$ cat src/rtl/game_round_scheduler.sv
// Match controller above the multi-mode game counter: loads the counter, round-robins its
// mode control between players A and B, scores WINNER/LOSER flags and declares a champion.
module game_round_scheduler #(
  parameter int unsigned COUNTER_SIZE = 4,
  parameter int unsigned TURN_LEN     = 4,
  parameter int unsigned SCORE_W      = 4
) (
  input  logic                    clk,
  input  logic                    rst_l,
  input  logic                    start,
  input  logic [COUNTER_SIZE-1:0] seed_value,
  input  logic                    a_req,
  input  logic                    b_req,
  input  logic [1:0]              a_mode,
  input  logic [1:0]              b_mode,
  output logic                    a_gnt,
  output logic                    b_gnt,
  output logic [1:0]              ctr_ctrl,
  output logic                    ctr_init,
  output logic [COUNTER_SIZE-1:0] ctr_load,
  input  logic                    ctr_winner,
  input  logic                    ctr_loser,
  input  logic                    ctr_gameover,
  output logic [SCORE_W-1:0]      a_score,
  output logic [SCORE_W-1:0]      b_score,
  output logic [1:0]              owner,
  output logic                    busy,
  output logic                    done,
  output logic [1:0]              champion
);

  localparam int unsigned CntW = (TURN_LEN > 1) ? $clog2(TURN_LEN) : 1;
  localparam logic [CntW-1:0] TurnLast = CntW'(TURN_LEN - 1);
  localparam logic [SCORE_W-1:0] ScoreMax = '1;

  localparam logic [1:0] OwnNone = 2'b00;
  localparam logic [1:0] OwnA    = 2'b01;
  localparam logic [1:0] OwnB    = 2'b10;
  localparam logic [1:0] OwnTie  = 2'b11;

  typedef enum logic [2:0] {StIdle, StLoad, StArb, StTurn, StOver} state_e;

  state_e                  state_q, state_d;
  logic [CntW-1:0]         cnt_q, cnt_d;
  logic                    rr_b_q, rr_b_d;  // round-robin pointer: 0 favours A, 1 favours B
  logic                    a_gnt_q, a_gnt_d;
  logic                    b_gnt_q, b_gnt_d;
  logic [1:0]              ctrl_q, ctrl_d;
  logic                    init_q, init_d;
  logic [COUNTER_SIZE-1:0] load_q, load_d;
  logic [SCORE_W-1:0]      a_score_q, a_score_d;
  logic [SCORE_W-1:0]      b_score_q, b_score_d;
  logic [1:0]              owner_q, owner_d;
  logic                    busy_q, busy_d;
  logic                    done_q, done_d;
  logic [1:0]              champ_q, champ_d;

  logic               credit_a, credit_b;
  logic [SCORE_W-1:0] a_sc_next, b_sc_next;
  logic               match_end;
  logic               grant_a, grant_b;

  // WINNER credits the turn holder, LOSER credits the opponent; no holder means no credit.
  always_comb begin
    credit_a = ((owner_q == OwnA) && ctr_winner) || ((owner_q == OwnB) && ctr_loser);
    credit_b = ((owner_q == OwnB) && ctr_winner) || ((owner_q == OwnA) && ctr_loser);
    a_sc_next = (credit_a && (a_score_q != ScoreMax)) ? a_score_q + SCORE_W'(1) : a_score_q;
    b_sc_next = (credit_b && (b_score_q != ScoreMax)) ? b_score_q + SCORE_W'(1) : b_score_q;
    match_end = ctr_gameover || (a_sc_next == ScoreMax) || (b_sc_next == ScoreMax);
    grant_a   = a_req && (!b_req || !rr_b_q);
    grant_b   = b_req && (!a_req || rr_b_q);
  end

  always_comb begin
    state_d   = state_q;
    cnt_d     = cnt_q;
    rr_b_d    = rr_b_q;
    a_gnt_d   = 1'b0;
    b_gnt_d   = 1'b0;
    ctrl_d    = ctrl_q;
    init_d    = 1'b0;
    load_d    = load_q;
    a_score_d = a_score_q;
    b_score_d = b_score_q;
    owner_d   = owner_q;
    busy_d    = busy_q;
    done_d    = 1'b0;
    champ_d   = champ_q;

    unique case (state_q)
      StIdle, StOver: begin
        if (start) begin
          state_d   = StLoad;
          init_d    = 1'b1;
          load_d    = seed_value;
          a_score_d = '0;
          b_score_d = '0;
          owner_d   = OwnNone;
          champ_d   = OwnNone;
          busy_d    = 1'b1;
        end
      end

      StLoad: state_d = StArb;

      StArb, StTurn: begin
        a_score_d = a_sc_next;
        b_score_d = b_sc_next;
        if (match_end) begin
          // End of match wins over any grant or turn bookkeeping this cycle.
          state_d = StOver;
          busy_d  = 1'b0;
          done_d  = 1'b1;
          if (a_sc_next > b_sc_next) begin
            champ_d = OwnA;
          end else if (b_sc_next > a_sc_next) begin
            champ_d = OwnB;
          end else begin
            champ_d = OwnTie;
          end
        end else if (state_q == StArb) begin
          if (a_req && b_req) begin
            rr_b_d = ~rr_b_q;
          end
          if (grant_a) begin
            a_gnt_d = 1'b1;
            ctrl_d  = a_mode;
            owner_d = OwnA;
          end else if (grant_b) begin
            b_gnt_d = 1'b1;
            ctrl_d  = b_mode;
            owner_d = OwnB;
          end
          if (grant_a || grant_b) begin
            cnt_d   = TurnLast;
            state_d = StTurn;
          end
        end else begin
          if (cnt_q == '0) begin
            state_d = StArb;
          end else begin
            cnt_d = cnt_q - CntW'(1);
          end
        end
      end

      default: state_d = StIdle;
    endcase
  end

  always_ff @(posedge clk) begin
    if (!rst_l) begin
      state_q   <= StIdle;
      cnt_q     <= '0;
      rr_b_q    <= 1'b0;
      a_gnt_q   <= 1'b0;
      b_gnt_q   <= 1'b0;
      ctrl_q    <= '0;
      init_q    <= 1'b0;
      load_q    <= '0;
      a_score_q <= '0;
      b_score_q <= '0;
      owner_q   <= OwnNone;
      busy_q    <= 1'b0;
      done_q    <= 1'b0;
      champ_q   <= OwnNone;
    end else begin
      state_q   <= state_d;
      cnt_q     <= cnt_d;
      rr_b_q    <= rr_b_d;
      a_gnt_q   <= a_gnt_d;
      b_gnt_q   <= b_gnt_d;
      ctrl_q    <= ctrl_d;
      init_q    <= init_d;
      load_q    <= load_d;
      a_score_q <= a_score_d;
      b_score_q <= b_score_d;
      owner_q   <= owner_d;
      busy_q    <= busy_d;
      done_q    <= done_d;
      champ_q   <= champ_d;
    end
  end

  assign a_gnt    = a_gnt_q;
  assign b_gnt    = b_gnt_q;
  assign ctr_ctrl = ctrl_q;
  assign ctr_init = init_q;
  assign ctr_load = load_q;
  assign a_score  = a_score_q;
  assign b_score  = b_score_q;
  assign owner    = owner_q;
  assign busy     = busy_q;
  assign done     = done_q;
  assign champion = champ_q;

endmodule

$ cat config.mk
export PLATFORM = sky130hd
export DESIGN_NAME = game_round_scheduler
export DESIGN_NICKNAME = d
export VERILOG_FILES = /design/src/rtl/game_round_scheduler.sv
export SDC_FILE = /design/constraint.sdc
export NUM_CORES = 1
export LEC_CHECK = 0
export BUFFER_PORTS_ARGS = -buffer_cell sky130_fd_sc_hd__buf_2
export CAP_MARGIN = 20
export CORE_MARGIN = 5
export CORE_UTILIZATION = 45
export CTS_CLUSTER_DIAMETER = 150
export DETAILED_ROUTE_END_ITERATION = 10
export MAX_ROUTING_LAYER = met4
export PLACE_DENSITY_LB_ADDON = 0.05
export SYNTH_ARGS = -nofsm -noshare
export SYNTH_HDL_FRONTEND = slang
export SYNTH_SLANG_ARGS = --single-unit
$ cat constraint.sdc
create_clock -name clk -period 5.9 [get_ports clk]
set_input_delay 0.295 -clock clk [delete_from_list [all_inputs] [get_ports clk]]
set_output_delay 0.295 -clock clk [all_outputs]
set_load 0.05 [all_outputs]
==> flow_summary.json <==
{
  "min_period_ns": 2.619,
  "dr.pass1.iters": 4,
  "initial_core_utilization_pct": 46.21,
  "cts_root_buffer": "clkbuf_8",
  "min_delay_path_depth": 3,
  "grt_pass1_vias": 1536,
  "drt-wirelength-per-cell_microns": 14.89,
  "fillers": 361,
  "cellPowerDensity_nw_per_um2": 221.8,
  "drtAntennaViolNets": 0,
  "timing_worst_slew_pin_value_ns": 0.7308,
  "die_w_microns": 71.09,
  "remaining_drc_errors": 0,
  "synth.yosys.warnings": 0,
  "cp-end-kind": "flip-flop",
  "routed_via_count": 1604,
  "worst_slack_ns": 3.281,
  "timing.critical_path.arrival_ns": 2.79,
  "rsz0062_at_grt": "no",
  "timing.final.crit_share_pct": 44.40,
  "gp_congestion": 0.8714,
  "hpwlAfterDp_microns": 3080,
  "cts-buffers-inserted": 5,
  "holdCritPathClass": "in -> reg",
  "cellLeakagePower_nw": 0.7917,
  "final-instance-count-excl-fill": 281,
  "post_synth.cell_area_avg_sq_um": 8.523,
  "dieArea_sq_um": 5053,
  "std_cell_rows": 22,
  "detail_route.vias_per_cell": 5.708,
  "gr-total-overflow": 0,
  "boundaryPins": 39,
  "nets": 255,
  "drt_iter0_drc": 101,
  "post_cts_resize_count": 0,
  "finalSetupViolations": 0,
  "cts_hold_buffers": 0,
  "max_clock_freq_mhz": 381.8,
  "hold_slack_ns": 0.2517,
  "critPathCapture": "champion[0]$_SDFFE_PN0P_",
  "grt_pass1_wl_microns": 7044,
  "post_synth_num_cell_types": 47,
  "worst-endpoint-required_ns": 6.07,
  "timing.reg2reg.worst_path_depth": 8,
  "largest_net_degree_at_the_start_of_global_routing": 22,
  "vdd_ir_drop_max_mv": 0.1313,
  "cts.htree.levels": 2,
  "worst-r2r-setup-slack_ns": 3.28,
  "worstPathMaxFanout": 8,
  "netlist_area_sq_um": 1679,
  "syn_nets": 220,
  "routed_wl_microns": 4185,
  "timing.setup.tns_ns": 0,
  "maxCapViolCount": 0,
  "yosysSeqAreaShare_pct": 34.58,
  "grt_antenna_before_repair": 0,
  "outcome": "complete, no violations",
  "slew_violations": 0,
  "cts_tree": "yes",
  "clk_pin_slew_worst_paths_ns": 0.07,
  "synth_ff_type": "dfxtp_1",
  "final_core_util_pct": 54.20,
  "clock_skew_ns": 0.001820,
  "slew_headroom_pct": 51.18,
  "ys_ff_latch": 29,
  "path_class": "reg -> reg",
  "report.final.hold_viol_count": 0,
  "synthCells": 197,
  "cts_setup_buffers": 0,
  "cts.path.max_buffers": 2,
  "synth_edf_count": 0,
  "critical_path.reg2reg.endpoint": "champion[0]$_SDFFE_PN0P_",
  "worstSetupStartpointType": "flip-flop",
  "async_flop_share_pct": 0,
  "drive_gt1_share_pct": 26.18,
  "n_antenna_cell": 0,
  "die_height_microns": 71.09,
  "port_buffers": 38,
  "cts.sink_count": 29,
  "crit_start": "b_score[0]$_SDFFE_PN0P_",
  "core_region_area_sq_um": 3633,
  "area_delta_synth_final_pct": 17.29,
  "clk_latency_ns": 0.28,
  "gr-usage-all-layers_pct": 17.76,
  "dp_cells": 273,
  "r2r_start": "b_score[0]$_SDFFE_PN0P_",
  "dp_worst_setup_slack_ns": 3.321
}
final cells by class:
type                            count  area, sq um  share of cell area, %
Multi-Input combinational cell    152         1030                  52.29
Sequential cell                    29        580.6                  29.48
Timing Repair Buffer               38        190.2                  9.657
Clock buffer                        5        68.82                  3.494
Tap cell                           48        60.06                  3.050
Inverter                            6        22.52                  1.144
Clock inverter                      3        17.52                 0.8895
how the worst min path moves through the flow:
stage	from	to
6_report	seed_value[0]	ctr_load[0]$_SDFFE_PN0P_
3_3_place_gp	ctr_load[2]$_SDFFE_PN0P_	ctr_load[2]$_SDFFE_PN0P_
4_1_cts	seed_value[3]	ctr_load[3]$_SDFFE_PN0P_
3_5_place_dp	ctr_load[0]$_SDFFE_PN0P_	ctr_load[0]$_SDFFE_PN0P_
5_1_grt	seed_value[1]	ctr_load[1]$_SDFFE_PN0P_
2_1_floorplan	seed_value[0]	ctr_load[0]$_SDFFE_PN0P_
registers in the layout, summed over array words and instances, names as in the netlist:
| signal | flops |
|---|---|
| b_gnt | 1 |
| ctr_init | 1 |
| ctr_ctrl | 2 |
| champion | 2 |
| ctr_load | 4 |
| a_gnt | 1 |
| cnt_q | 2 |
| state_q | 3 |
| owner | 2 |
| a_score | 4 |
| b_score | 4 |
| busy | 1 |
| done | 1 |
| rr_b_q | 1 |
Yosys cell counts (2+ instances only):
cell / n / area (sq um)
dfxtp_1: 29 / 580.6
nand2_1: 24 / 90.09
a21oi_1: 15 / 75.07
nand3_1: 11 / 55.05
clkbuf_1: 8 / 30.03
ha_1: 7 / 87.58
nand3b_1: 7 / 52.55
nor2_1: 7 / 26.28
nor3_1: 7 / 35.03
inv_1: 6 / 22.52
a31oi_1: 5 / 31.28
mux2_2: 5 / 56.30
mux2i_1: 5 / 50.05
nand2b_1: 5 / 31.28
a32oi_1: 4 / 35.03
nor2b_1: 4 / 25.02
a21oi_2: 3 / 26.28
and2_1: 3 / 18.77
nand4_1: 3 / 18.77
nor4_1: 3 / 18.77
o21a_1: 3 / 22.52
o21ai_0: 3 / 15.01
xnor2_1: 3 / 26.28
a32o_1: 2 / 20.02
o21ai_1: 2 / 10.01
o31ai_1: 2 / 15.01
stage by stage:
step | cell area, sq um | total power [mW]
4_1_cts | 1969 | 0.4425
2_1_floorplan | 1679 | 0.2623
5_1_grt | 1969 | 0.4583
6_report | 1969 | 0.4369
3_3_place_gp | 1883 | 0.2798
3_5_place_dp | 1883 | 0.2813
where the power goes:
group	switching (mW)	internal (mW)
Sequential	0.00551	0.203
Combinational	0.0479	0.0209
Clock	0.0787	0.0812
Total	0.132	0.305
layer usage:
metal / global-route usage (%) / share of wire (%)
met5: - / 0
met4: 6.472 / 1.4
met3: 4.688 / 4.7
met2: 28.63 / 49
met1: 21.24 / 45
layout by cell type, fill, tap and decap left out, types with 2 or more instances in the layout:
cell / netlist / final
mux2i_1: 5 / 5
a31oi_1: 5 / 5
dfxtp_1: 29 / 29
a21oi_2: 3 / 3
nor2_1: 7 / 7
nor2b_1: 4 / 4
a21oi_1: 15 / 15
a32oi_1: 4 / 4
clkinv_2: 0 / 2
clkbuf_8: 0 / 5
nor4_1: 3 / 3
nand2_1: 24 / 24
inv_1: 6 / 6
o21ai_1: 2 / 2
o31ai_1: 2 / 2
o21a_1: 3 / 3
nand2b_1: 5 / 5
buf_2: 1 / 38
mux2_2: 5 / 5
nand4_1: 3 / 3
nand3_1: 11 / 11
nand3b_1: 7 / 7
and2_1: 3 / 3
xnor2_1: 3 / 3
ha_1: 7 / 7
a32o_1: 2 / 2
o21ai_0: 3 / 3
nor3_1: 7 / 7
logic make-up (layout without fill, tap and decap cells):
family                   Yosys count  count (layout)  share of synthesized area (%)
buffers and inverters             16              52                          4.098
multiplexers                      10              10                          6.334
AND/OR/NAND/NOR                   81              81                          26.08
XOR/XNOR                           4               4                          2.087
AO/OA/AOI/OAI                     50              50                          21.61
flip-flops                        29              29                          34.58
adder cells (fa/ha/maj)            7               7                          5.216
critical path, stage by stage (launching register included):
cell and delay, ns:
dfxtp_1 0.38, ha_1 0.32, a32oi_1 0.41, mux2_2 0.41, ha_1 0.29, a21oi_1 0.07, o21ai_0 0.29, a21oi_1 0.13
a32o_1 0.23
No activity file was read; power rests on OpenSTA's default activity.
